===== config.mk =====
export PLATFORM = sky130hd
export DESIGN_NAME = onehot_decoder_seq_flat
export DESIGN_NICKNAME = d
export VERILOG_FILES = /design/src/rtl/onehot_decoder_seq_pkg.sv /design/src/rtl/onehot_decoder_seq_if.sv /design/src/rtl/onehot_decoder_seq_dwell_tick.sv /design/src/rtl/onehot_decoder_seq.sv /design/src/flat_wrapper.sv
export SDC_FILE = /design/constraint.sdc
export NUM_CORES = 1
export LEC_CHECK = 0
export CAP_MARGIN = 20
export CORE_ASPECT_RATIO = 0.9
export CORE_MARGIN = 1.5
export CORE_UTILIZATION = 50
export CTS_CLUSTER_SIZE = 8
export DETAILED_ROUTE_END_ITERATION = 8
export GPL_ROUTABILITY_DRIVEN = 0
export PLACE_DENSITY = 0.76
export REMOVE_ABC_BUFFERS = 1
export SYNTH_ARGS = -nofsm -noshare
export SYNTH_HDL_FRONTEND = slang
export SYNTH_SLANG_ARGS = --single-unit

===== constraint.sdc =====
create_clock -name sys_clk -period 2.11 [get_ports sys_clk]
set_clock_uncertainty 0.1 [all_clocks]
set_input_delay 0.3165 -clock sys_clk [delete_from_list [all_inputs] [get_ports sys_clk]]
set_output_delay 0.3165 -clock sys_clk [all_outputs]
set_load 0.01 [all_outputs]

===== src/rtl/onehot_decoder_seq_pkg.sv =====
// decoder_pkg: shared mode/direction encodings and the one-hot encode helper
package decoder_pkg;
    localparam logic MODE_DIRECT = 1'b0;
    localparam logic MODE_SCAN   = 1'b1;
    localparam logic DIR_UP      = 1'b0;
    localparam logic DIR_DOWN    = 1'b1;
    localparam int   MAX_OUT_W   = 256;
    function automatic logic [MAX_OUT_W-1:0] onehot(input int unsigned idx, input logic act_low);
        logic [MAX_OUT_W-1:0] r;
        r = MAX_OUT_W'(1) << idx;
        return act_low ? ~r : r;
    endfunction
endpackage


===== src/rtl/onehot_decoder_seq_if.sv =====
// onehot_decoder_seq_if: control inputs (en/mode/dir/sel_in/sel_valid) and decoded outputs (out/idx/wrap)
interface onehot_decoder_seq_if #(parameter int SEL_W = 3);
    localparam int OUT_W = 2**SEL_W;
    logic             en;
    logic             mode;
    logic             dir;
    logic [SEL_W-1:0] sel_in;
    logic             sel_valid;
    logic [OUT_W-1:0] out;
    logic [SEL_W-1:0] idx;
    logic             wrap;
    modport master (output en, mode, dir, sel_in, sel_valid, input out, idx, wrap);
    modport slave  (input en, mode, dir, sel_in, sel_valid, output out, idx, wrap);
endinterface


===== src/rtl/onehot_decoder_seq_dwell_tick.sv =====
// dwell_tick: dwell counter 0..DWELL-1 (ports sys_clk, sys_rst, run, clr -> tick on last count while run)
module dwell_tick #(
    parameter longint unsigned DWELL = 50_000_000
) (
    input  logic sys_clk,
    input  logic sys_rst,
    input  logic run,
    input  logic clr,
    output logic tick
);
    localparam int CW = $clog2(DWELL + 1);
    logic [CW-1:0] cnt;
    assign tick = run && cnt == CW'(DWELL - 1);
    always_ff @(posedge sys_clk) begin
        if (sys_rst || clr) cnt <= '0;
        else if (run)       cnt <= tick ? '0 : cnt + CW'(1);
    end
endmodule


===== src/rtl/onehot_decoder_seq.sv =====
// onehot_decoder_seq: registered one-hot decoder with load strobe and dwell-timed auto-scan (sys_clk, sys_rst, bus slave)
module onehot_decoder_seq
    import decoder_pkg::*;
#(
    parameter int              SEL_W       = 3,
    parameter longint unsigned DWELL       = 50_000_000,
    parameter bit              OUT_ACT_LOW = 1'b0
) (
    input logic                 sys_clk,
    input logic                 sys_rst,
    onehot_decoder_seq_if.slave bus
);
    localparam int OUT_W = 2**SEL_W;
    logic             tick;
    logic [SEL_W-1:0] idx, step_idx, idx_next;
    logic [OUT_W-1:0] out;
    logic             wrap, wrap_next;
    // Counter is cleared whenever a load happens or DIRECT mode is active, so a
    // fresh SCAN position (loaded or mode-entered) always gets a full dwell.
    dwell_tick #(.DWELL(DWELL)) u_tick (
        .sys_clk (sys_clk),
        .sys_rst (sys_rst),
        .run     (bus.en && bus.mode == MODE_SCAN),
        .clr     (bus.en && (bus.mode == MODE_DIRECT || bus.sel_valid)),
        .tick    (tick)
    );
    always_comb begin
        step_idx  = bus.dir == DIR_DOWN ? idx - SEL_W'(1) : idx + SEL_W'(1);
        idx_next  = !bus.en ? idx : bus.sel_valid ? bus.sel_in : tick ? step_idx : idx;
        wrap_next = bus.en && tick && !bus.sel_valid && (bus.dir == DIR_DOWN ? idx == '0 : idx == '1);
    end
    always_ff @(posedge sys_clk) begin
        if (sys_rst) begin
            idx  <= '0;
            out  <= OUT_W'(onehot(0, OUT_ACT_LOW));
            wrap <= 1'b0;
        end else begin
            idx  <= idx_next;
            out  <= OUT_W'(onehot(int'(idx_next), OUT_ACT_LOW));
            wrap <= wrap_next;
        end
    end
    assign bus.idx  = idx;
    assign bus.out  = out;
    assign bus.wrap = wrap;
endmodule

===== src/flat_wrapper.sv =====
// flat-port wrapper written by rule: the top's interface ports become plain ports
module onehot_decoder_seq_flat import decoder_pkg::*;
#(
    parameter int              SEL_W       = 3,
    parameter longint unsigned DWELL       = 50_000_000,
    parameter bit              OUT_ACT_LOW = 1'b0
)
  (sys_clk, sys_rst, bus_en, bus_mode, bus_dir, bus_sel_in, bus_sel_valid, bus_out, bus_idx, bus_wrap);
  onehot_decoder_seq_if #(.SEL_W(SEL_W)) bus_i ();
  input logic sys_clk;
  input logic sys_rst;
  input wire logic [$bits(bus_i.en)-1:0] bus_en;
  input wire logic [$bits(bus_i.mode)-1:0] bus_mode;
  input wire logic [$bits(bus_i.dir)-1:0] bus_dir;
  input wire logic [$bits(bus_i.sel_in)-1:0] bus_sel_in;
  input wire logic [$bits(bus_i.sel_valid)-1:0] bus_sel_valid;
  output wire logic [$bits(bus_i.out)-1:0] bus_out;
  output wire logic [$bits(bus_i.idx)-1:0] bus_idx;
  output wire logic [$bits(bus_i.wrap)-1:0] bus_wrap;
  assign bus_i.en = bus_en;
  assign bus_i.mode = bus_mode;
  assign bus_i.dir = bus_dir;
  assign bus_i.sel_in = bus_sel_in;
  assign bus_i.sel_valid = bus_sel_valid;
  assign bus_out = bus_i.out;
  assign bus_idx = bus_i.idx;
  assign bus_wrap = bus_i.wrap;
  onehot_decoder_seq #(.SEL_W(SEL_W), .DWELL(DWELL), .OUT_ACT_LOW(OUT_ACT_LOW)) u_core (.sys_clk(sys_clk), .sys_rst(sys_rst), .bus(bus_i));
endmodule

==> run metrics, run 1 <==
first-pass iteration count of the detailed router 4; setup ws final around 90 ps; TritonCTS clock tree built; Chip Width ~67 um; first-pass GRT wire length about 6600 um; final core occ 0.712; crit path DAT between 2000 and 2500 ps; Endpoint, Worst Hold u_core.u_tick.cnt[1]; full die area roughly 0.004 sq mm; CTS root buf clkbuf_8; Post-Syn Area around 0.0018 sq mm; commonest non-fill, non-tap cells in the layout dfxtp_1, nor2_1, buf_4; antenna violations before repair 0; Filler Cells Inserted between 200 and 300; H-tree level count 2; Sink Count 38; largest net degree at the start of global routing 19; total track usage 0.218; met1 Usage GRT 0.274; Seq. cell area between 700 and 800 sq um; Pleak between 0.8 and 0.9 nW; # DRC 0; Setup violations, final 0; Rows 20; Setup crit end kind register; Place WS -336 ps; outcome finished, final reports clean; Post-Synth Adder-Cell Area 0.0178; pwr/cell area around 620 mW/mm^2; I/O Buffers 20; Critical Path Fanout Max 5; Max-slew headroom 0.603; measured slew at the worst slew-check pin approximately 590 ps; final hold vios 0; Pwr Total roughly 1.5 mW; Synth Area in Compound Gates 0.0741; mux contribution to synthesized area 0; top area cells in the synthesized netlist dfxtp_1, xnor2_1, nor2_1; chip height between 60 and 70 um; largest family of logic cells by synthesized area simple AND/OR/NAND/NOR gates; number of max-cap violations 0; Post-synth ARST share 0; highest clock rate between 400 and 500 MHz; GR met3 Demand/Resource 0.0490; share of layout cells above drive strength 1 0.248; DP Cell Count 287; Synth Instances roughly 210; crit path kind register to register; Tmin final around 2000 ps; RR Endpoint u_core.bus.out[0]; I/O pins 21; Layout Nets around 260; ANT nets after route 0; top cell type's share of synthesized area 0.417; number of global-route vias before repair about 1,500; area leader, netlist dfxtp_1; core area ~0.0034 sq mm; r2r startpoint u_core.u_tick.cnt[0]; hold buffers post-CTS 0; # diodes 0; crit-path max cell delay about 430 ps; vias per cell 5.53; most common cell after layout, fill and taps aside dfxtp_1; Min-Delay Path Depth 3; DR vias 1,626; top_reg_cell synth dfxtp_1; Tcrit/Tclk final 0.957; FF-to-FF setup slack about 90 ps; max-slew violations 0; worst skew pair latency a little under 300 ps; CP cell instances ha_2 > nand4_2 > or3_4 > o32ai_4 > or3_4 > inv_2 > a211oi_2; M2 GR Usage 0.367; Yosys reg bits 38; VDD IR max a little over 0.4 mV; hpwl dp roughly 3000 um; area of the multi-input gates 0.00106 sq mm; Clock Path Buffers 2; CP max stage cell or3_4; post-route insts no fill around 290; CP startpoint kind register; Hold Path Class input port to register; hold_sp bus_mode; GR peak layer met2; iteration-0 DRC count of the detailed router 128; YS warnings 0; Seq/Total Area, Yosys 0.417; worst r2r path cells 7; Synth Area in XOR/XNOR 0.120; Syn Area/Cell 8.86 sq um; Overflow after GRT 0; simple-gate area share of the yosys netlist 0.319; Netlist cell types 39; total CTS buffers 5; Top cell by count, worst path or3_4; register clock-pin slew on the reported worst setup and hold paths roughly 70 ps; Critical Path RT about 2200 ps; routed len/inst between 10 and 15 um; Initial Util 0.532; Post-synth EDFFs 0; WL final roughly 4100 um; area added between synthesis and finish 33.7%
==> Yosys cell counts, types with 3 or more instances <==
| cell | instances |
|---|---|
| and3_1 | 3 |
| nand4_1 | 8 |
| dfxtp_1 | 38 |
| and4_1 | 4 |
| nor3_1 | 16 |
| inv_1 | 12 |
| xnor2_1 | 18 |
| nor2_1 | 34 |
| nand2_1 | 9 |
| nand3_1 | 12 |
| nor4_1 | 5 |
| buf_2 | 3 |
| a21oi_1 | 3 |
| xor2_1 | 7 |
==> final cells by class <==
type | count | area share
multi-input combinational | 148 | 0.434
tap | 44 | 0.0226
clock buffer | 6 | 0.0338
inverter | 13 | 0.0200
sequential | 38 | 0.313
timing repair buffer | 44 | 0.164
clock inverter | 1 | 0.0123
==> where the power goes <==
| part | internal, mW | switching [mW] | total [mW] |
|---|---|---|---|
| logic | 0.0837 | 0.0903 | 0.174 |
| clock network | 0.378 | 0.234 | 0.612 |
| registers | 0.730 | 0.00546 | 0.735 |
| total | 1.19 | 0.330 | 1.52 |
==> per-layer routing <==
metal  vias to the layer above  wire length (um)  share of wire
met3                         8               165          0.040
met1                       766              1920           0.46
li1                        813                 -              -
met5                         -                 0              0
met2                        39              1990           0.48
met4                         0                55          0.013
==> logic make-up after synthesis <==
kind of cell,count (synthesis)
xor gates and xnor gates,25
DFF,38
adders and majority gates,2
AOI/OAI and AO/OA,16
and+or+nand+nor,105
buffers and inverters,20
==> worst max path at each step <==
stage	start	end	slack (ps)	cells past startpoint
6_report	u_core.u_tick.cnt[0]	u_core.bus.out[0]	90	7
5_1_grt	u_core.u_tick.cnt[0]	u_core.bus.out[0]	-7	7
4_1_cts	bus_dir	u_core.bus.out[2]	2	8
3_5_place_dp	bus_en	u_core.bus.wrap	-340	7
3_3_place_gp	bus_en	u_core.bus.out[2]	-280	6
2_1_floorplan	u_core.u_tick.cnt[0]	u_core.u_tick.cnt[1]	-40	6
==> stage by stage <==
stage | setup TNS [ps] | area (sq um) | hold WS [ps]
after floorplan | -44.3 | 1780 | 289
after global placement | -8840 | 2230 | 390
after detailed placement | -9820 | 2230 | 407
after CTS | 0 | 2350 | 415
after global routing | -6.52 | 2440 | 348
final | 0 | 2440 | 327
==> critical path: cells and delay by family, from the launching register on <==
family,cells,cell delay [ps]
DFF,1,350
and+or+nand+nor,3,770
adders and majority gates,1,200
AOI/OAI and AO/OA,2,470
buffers and inverters,1,50
==> registers in the layout (all words and copies together), names as in the netlist <==
register	count
u_core.bus.wrap	1
u_core.bus.idx	3
u_core.bus.out	8
u_core.u_tick.cnt	26
==> repair_timing <==
item / 4_1_cts / 5_1_grt
gates resized for setup: 4 / 22
buffers inserted: 0 / 1
pin swaps: 1 / 8
setup endpoints to repair: 7 / 33
Note: power is estimated with default switching activity, not from simulation.
==> run 2: changes to the inputs <==
--- a/config.mk
+++ b/config.mk
@@ -8,11 +8,11 @@
 export CAP_MARGIN = 20
 export CORE_ASPECT_RATIO = 0.9
 export CORE_MARGIN = 1.5
-export CORE_UTILIZATION = 50
+export CORE_UTILIZATION = 55
 export CTS_CLUSTER_SIZE = 8
 export DETAILED_ROUTE_END_ITERATION = 8
 export GPL_ROUTABILITY_DRIVEN = 0
-export PLACE_DENSITY = 0.76
+export PLACE_DENSITY = 0.82
 export REMOVE_ABC_BUFFERS = 1
 export SYNTH_ARGS = -nofsm -noshare
 export SYNTH_HDL_FRONTEND = slang
==> run metrics, run 2 (synthesis gave the netlist of run 1 again) <==
number of global-route vias before repair 1,502 (was 1,549); # DRC 0 (unchanged); Chip Width 63.7 um (was 66.7 um); Clock Path Buffers 2 (unchanged); Initial Util 0.586 (was 0.532); biggest regs u_core.u_tick.cnt x26, u_core.bus.out x8, u_core.bus.idx x3 (unchanged); worst r2r path cells 6 (was 7); Flop pwr share 0.531 (was 0.483); I/O pins 21 (unchanged); commonest non-fill, non-tap cells in the layout dfxtp_1, nor2_1, buf_4 (unchanged); setup bufs post-CTS 0 (unchanged); measured slew at the worst slew-check pin 573 ps (was 592 ps); outcome finished with violations (was finished, final reports clean); total track usage 0.241 (was 0.218); VDD IR max 0.559 mV (was 0.403 mV); CTS root buf clkbuf_8 (unchanged); setup ws final -112 ps (was 90.4 ps); WL final 4330 um (was 4130 um); switching pwr 0.329 mW (was 0.330 mW); Critical Path RT 2160 ps (was 2220 ps); final core occ 0.751 (was 0.712); H-tree level count 2 (unchanged); antenna violations before repair 0 (unchanged); Layout Nets 257 (was 261); # diodes 0 (unchanged); full die area 0.00367 sq mm (was 0.00402 sq mm); setup TNS -288 ps (was 0 ps); first-pass GRT wire length 6840 um (was 6640 um); highest clock rate 450 MHz (was 495 MHz); crit path DAT 2270 ps (was 2130 ps); Seq. cell area 763 sq um (was 764 sq um); total CTS buffers 5 (unchanged); pwr/cell area 594 mW/mm^2 (was 623 mW/mm^2); Pwr Total 1.39 mW (was 1.52 mW); max FFs per register 26 (unchanged); M1 WL 1970 um (was 1920 um); most common cell after layout, fill and taps aside dfxtp_1 (unchanged); Setup violations, final 5 (was 0); Post-DP Area 0.00219 sq mm (was 0.00223 sq mm); DR vias 1,641 (was 1,626); number of max-cap violations 0 (unchanged); Critical Path Fanout Max 3 (was 5); Max-slew headroom 0.614 (was 0.603); hpwl dp 2840 um (was 2940 um); DR top layer met4 (unchanged); Int Power 1.06 mW (was 1.19 mW); ANT nets after route 0 (unchanged); failing checks setup timing; Clk pwr share 0.353 (was 0.402); final hold vios 0 (unchanged); Sw Ratio 0.237 (was 0.217); TritonCTS clock tree built (unchanged); Setup crit end kind register (unchanged); routed len/inst 15.1 um (was 14.0 um); Place WS -346 ps (was -336 ps); vias per cell 5.72 (was 5.53); Tcrit/Tclk final 1.05 (was 0.957); crit path kind input port to register (was register to register); Sink Count 38 (unchanged); Most flops, register u_core.u_tick.cnt (unchanged); I/O Buffers 20 (unchanged); register clock-pin slew on the reported worst setup and hold paths 70 ps (about the same); largest net degree at the start of global routing 20 (was 19); share of layout cells above drive strength 1 0.204 (was 0.248); Hold Path Class input port to register (unchanged); iteration-0 DRC count of the detailed router 160 (was 128); Filler Cells Inserted 230 (was 288); core area 0.00311 sq mm (was 0.00343 sq mm); area of the multi-input gates 0.00102 sq mm (was 0.00106 sq mm); Overflow after GRT 0 (unchanged); Rows 19 (was 20); met2 WL post-DR 1990 um (about the same); area added between synthesis and finish 28.2% (was 33.7%); cell area after layout 0.00234 sq mm (was 0.00244 sq mm); WL met3 292 um (was 165 um); Combinational Power Share 0.117 (was 0.114); Min-Delay Path Depth 2 (was 3); max-slew violations 0 (unchanged); CP startpoint kind input port (was register); worst skew pair latency 290 ps (about the same); Tmin final 2220 ps (was 2020 ps); chip height 57.6 um (was 60.3 um); first-pass iteration count of the detailed router 4 (unchanged); Pleak 0.795 nW (was 0.850 nW)
[run 2: per-layer routing]
layer,track usage,vias to the layer above
met4,0.0932,0
li1,-,809
met3,0.0563,13
met5,0,-
met1,0.330,754
met2,0.376,65
[run 2: layout make-up]
cell class / count / area share
Clock buffer: 6 / 0.0353
Inverter: 13 / 0.0209
Multi-Input combinational cell: 148 / 0.438
Sequential cell: 38 / 0.326
Tap cell: 42 / 0.0225
Timing Repair Buffer: 40 / 0.157
[run 2: worst max-delay path: stages]
cell and delay, ps:
clkdlybuf4s50_1 520, nand4_2 140, nor4_1 490, a221oi_1 180
o21ai_0 500, nor3_1 120
[run 2: path summary, 6_finish.rpt]
path	from	to	slack, ps
hold reg to reg	u_core.u_tick.cnt[1]	u_core.u_tick.cnt[1]	410
setup / recovery	bus_mode	u_core.bus.out[6]	-110
hold / removal	bus_en	u_core.u_tick.cnt[1]	290
setup reg to reg	u_core.u_tick.cnt[0]	u_core.bus.out[6]	-90
[run 2: power by group through the flow]
| stage | logic, mW | clock network [mW] | registers, mW |
|---|---|---|---|
| floorplan | 0.0558 | 0 | 0.758 |
| detailed placement | 0.147 | 0 | 0.752 |
| global route | 0.173 | 0.523 | 0.737 |
| CTS | 0.152 | 0.498 | 0.736 |
| global placement | 0.144 | 0 | 0.751 |
| finish | 0.162 | 0.489 | 0.737 |
[run 2: what timing repair did]
item                                    in CTS  in global routing
gates cloned                                 0                  0
endpoints found under the setup margin       6                 19
pin swaps                                    2                  5
resized for setup                            3                 13
hold buffers                                 0                  0
[run 2: metrics by stage]
stage	hold slack, ps	cells
floorplan	289	199
CTS	410	287
global placement	392	281
global route	295	287
detailed placement	400	281
finish	295	287
==> run 3: changes to the inputs <==
--- a/config.mk
+++ b/config.mk
@@ -8,11 +8,12 @@
 export CAP_MARGIN = 20
 export CORE_ASPECT_RATIO = 0.9
 export CORE_MARGIN = 1.5
-export CORE_UTILIZATION = 55
+export CORE_UTILIZATION = 49
+export CTS_CLUSTER_DIAMETER = 100
 export CTS_CLUSTER_SIZE = 8
 export DETAILED_ROUTE_END_ITERATION = 8
 export GPL_ROUTABILITY_DRIVEN = 0
-export PLACE_DENSITY = 0.82
+export PLACE_DENSITY = 0.78
 export REMOVE_ABC_BUFFERS = 1
 export SYNTH_ARGS = -nofsm -noshare
 export SYNTH_HDL_FRONTEND = slang
==> constraint.sdc (replaced) <==
create_clock -name sys_clk -period 1.82 [get_ports sys_clk]
set_clock_uncertainty 0.1 [all_clocks]
set_input_delay 0.273 -clock sys_clk [delete_from_list [all_inputs] [get_ports sys_clk]]
set_output_delay 0.273 -clock sys_clk [all_outputs]
set_load 0.01 [all_outputs]
==> run metrics, run 3 (synthesis gave the netlist of run 1 again) <==
core area 0.00348 sq mm (was 0.00311 sq mm); I/O Buffers 20 (unchanged); chip height 60.9 um (was 57.6 um); Tmin final 1950 ps; H-tree level count 2 (unchanged); GR peak layer met2 (unchanged); register clock-pin slew on the reported worst setup and hold paths 70 ps (about the same); largest net degree at the start of global routing 19 (was 20); RSZ-0062 raised after global routing true; Max-slew headroom 0.721 (was 0.614); area added between synthesis and finish 54.2% (was 28.2%); Endpoint, Worst Hold u_core.bus.wrap (was u_core.u_tick.cnt[1]); TritonCTS clock tree built (unchanged); outcome finished with violations (unchanged); Initial Util 0.524 (was 0.586); DR vias 1,809 (was 1,641); setup ws final -134 ps (was -112 ps); FF-to-FF setup slack -130 ps (was -90 ps); # DRC 0 (unchanged); total CTS buffers 5 (unchanged); Pwr Total 1.78 mW (was 1.39 mW); ANT nets after route 0 (unchanged); measured slew at the worst slew-check pin 418 ps (was 573 ps); full die area 0.00410 sq mm (was 0.00367 sq mm); GR met3 Demand/Resource 0.0482 (was 0.0563); r2r startpoint u_core.u_tick.cnt[20] (was u_core.u_tick.cnt[0]); Post-DP Area 0.00239 sq mm (was 0.00219 sq mm); Critical Path Fanout Max 5 (was 3); hold_sp bus_dir (was bus_en); Chip Width 67.3 um (was 63.7 um); hpwl dp 3220 um (was 2840 um); RR Endpoint u_core.bus.out[0] (was u_core.bus.out[6]); met1 Usage GRT 0.348 (was 0.330); Tcrit/Tclk final 1.07; setup TNS -673 ps (was -288 ps); share of layout cells above drive strength 1 0.417 (was 0.204); routed len/inst 17.2 um (was 15.1 um); Rows 20 (was 19); antenna violations before repair 0 (unchanged); Setup crit end kind register (unchanged); pwr/cell area 634 mW/mm^2 (was 594 mW/mm^2); I/O pins 21 (unchanged); worst skew pair latency 290 ps (about the same); Critical Path RT 1930 ps (was 2160 ps); M2 GR Usage 0.434 (was 0.376); Pleak 1.05 nW (was 0.795 nW); first-pass GRT wire length 8070 um (was 6840 um); CTS root buf clkbuf_8 (unchanged); first-pass iteration count of the detailed router 4 (unchanged); post-route insts no fill 322 (was 287); Fin Hold WS 384 ps (was 295 ps); Filler Cells Inserted 215 (was 230); number of global-route vias before repair 1,736 (was 1,502); max FFs per register 26 (unchanged); Setup violations, final 11 (was 5); DP Cell Count 309 (was 281); commonest non-fill, non-tap cells in the layout buf_4, nor2_1, dfxtp_1 (was dfxtp_1, nor2_1, buf_4); Clock Path Buffers 2 (unchanged); CP startpoint kind register (was input port); Place WS -637 ps (was -346 ps); most common cell after layout, fill and taps aside buf_4 (was dfxtp_1); Layout Nets 288 (was 257); total track usage 0.262 (was 0.241); final hold vios 0 (unchanged); cell area after layout 0.00281 sq mm (was 0.00234 sq mm); biggest regs u_core.u_tick.cnt x26, u_core.bus.out x8, u_core.bus.idx x3 (unchanged); number of max-cap violations 0 (unchanged); final core occ 0.809 (was 0.751); iteration-0 DRC count of the detailed router 148 (was 160); Hold Path Class input port to register (unchanged); WL final 5540 um (was 4330 um); max-slew violations 0 (unchanged); failing checks setup timing (unchanged); Most flops, register u_core.u_tick.cnt (unchanged); Min-Delay Path Depth 4 (was 2); highest clock rate ~500 MHz; worst r2r path cells 7 (was 6); crit path DAT 2060 ps (was 2270 ps); # diodes 0 (unchanged); Sink Count 38 (unchanged); VDD IR max 0.507 mV (was 0.559 mV); vias per cell 5.62 (was 5.72); Overflow after GRT 0 (unchanged); crit path kind register to register (was input port to register)
==> run 3: cell count changes in the layout (fill, tap and decap cells not counted), moves of 3 or more <==
cell and delta:
buf_4 +30, dfxtp_1 -7, dfxtp_2 +7, nor3_1 -7
nor3_2 +6, dlygate4sd2_1 +3, nor4_1 -3, nor4_4 +3
==> run 3: critical path: stages (launching register included) <==
cell      delay (ps)
dfxtp_2          350
nand4_1          130
buf_6            160
or3_4            410
o32ai_4          300
or3_4            240
inv_4             50
a211oi_2         130
==> run 3: layout make-up <==
type / instances / area [sq um] / area share
clock inverters: 3 / 40.0 / 0.0142
repair buffers: 71 / 596 / 0.212
inverters: 13 / 51.3 / 0.0182
flip-flops and latches: 38 / 772 / 0.274
clock buffers: 5 / 68.8 / 0.0245
multi-input cells: 148 / 1230 / 0.437
well taps: 44 / 55.1 / 0.0196
==> run 3: layer usage <==
metal  routed length, um  part of all wire
met5                   0                 0
met4                 141             0.025
met1                2370              0.43
met3                 286             0.052
met2                2740              0.49
==> run 3: power by group <==
part           internal (mW)  leakage (nW)  switching, mW
Sequential             0.846         0.312        0.00821
Clock                  0.403        0.0579          0.293
Combinational          0.106         0.681          0.126
==> run 3: worst max-delay path by stage <==
stage / startpoint / to / slack, ps / cells after the start
floorplan: u_core.u_tick.cnt[0] / u_core.u_tick.cnt[1] / -330 / 6
global placement: bus_dir / u_core.bus.out[0] / -500 / 8
detailed placement: bus_dir / u_core.bus.out[7] / -640 / 9
CTS: u_core.u_tick.cnt[0] / u_core.bus.out[2] / -100 / 6
global route: u_core.u_tick.cnt[20] / u_core.bus.out[0] / -190 / 7
finish: u_core.u_tick.cnt[20] / u_core.bus.out[0] / -130 / 7
==> run 3: timing repair <==
item	CTS	global route
hold buffers	0	0
setup buffers	2	4
pin swaps	10	21
resized for setup	25	41
endpoints found under the setup margin	36	38
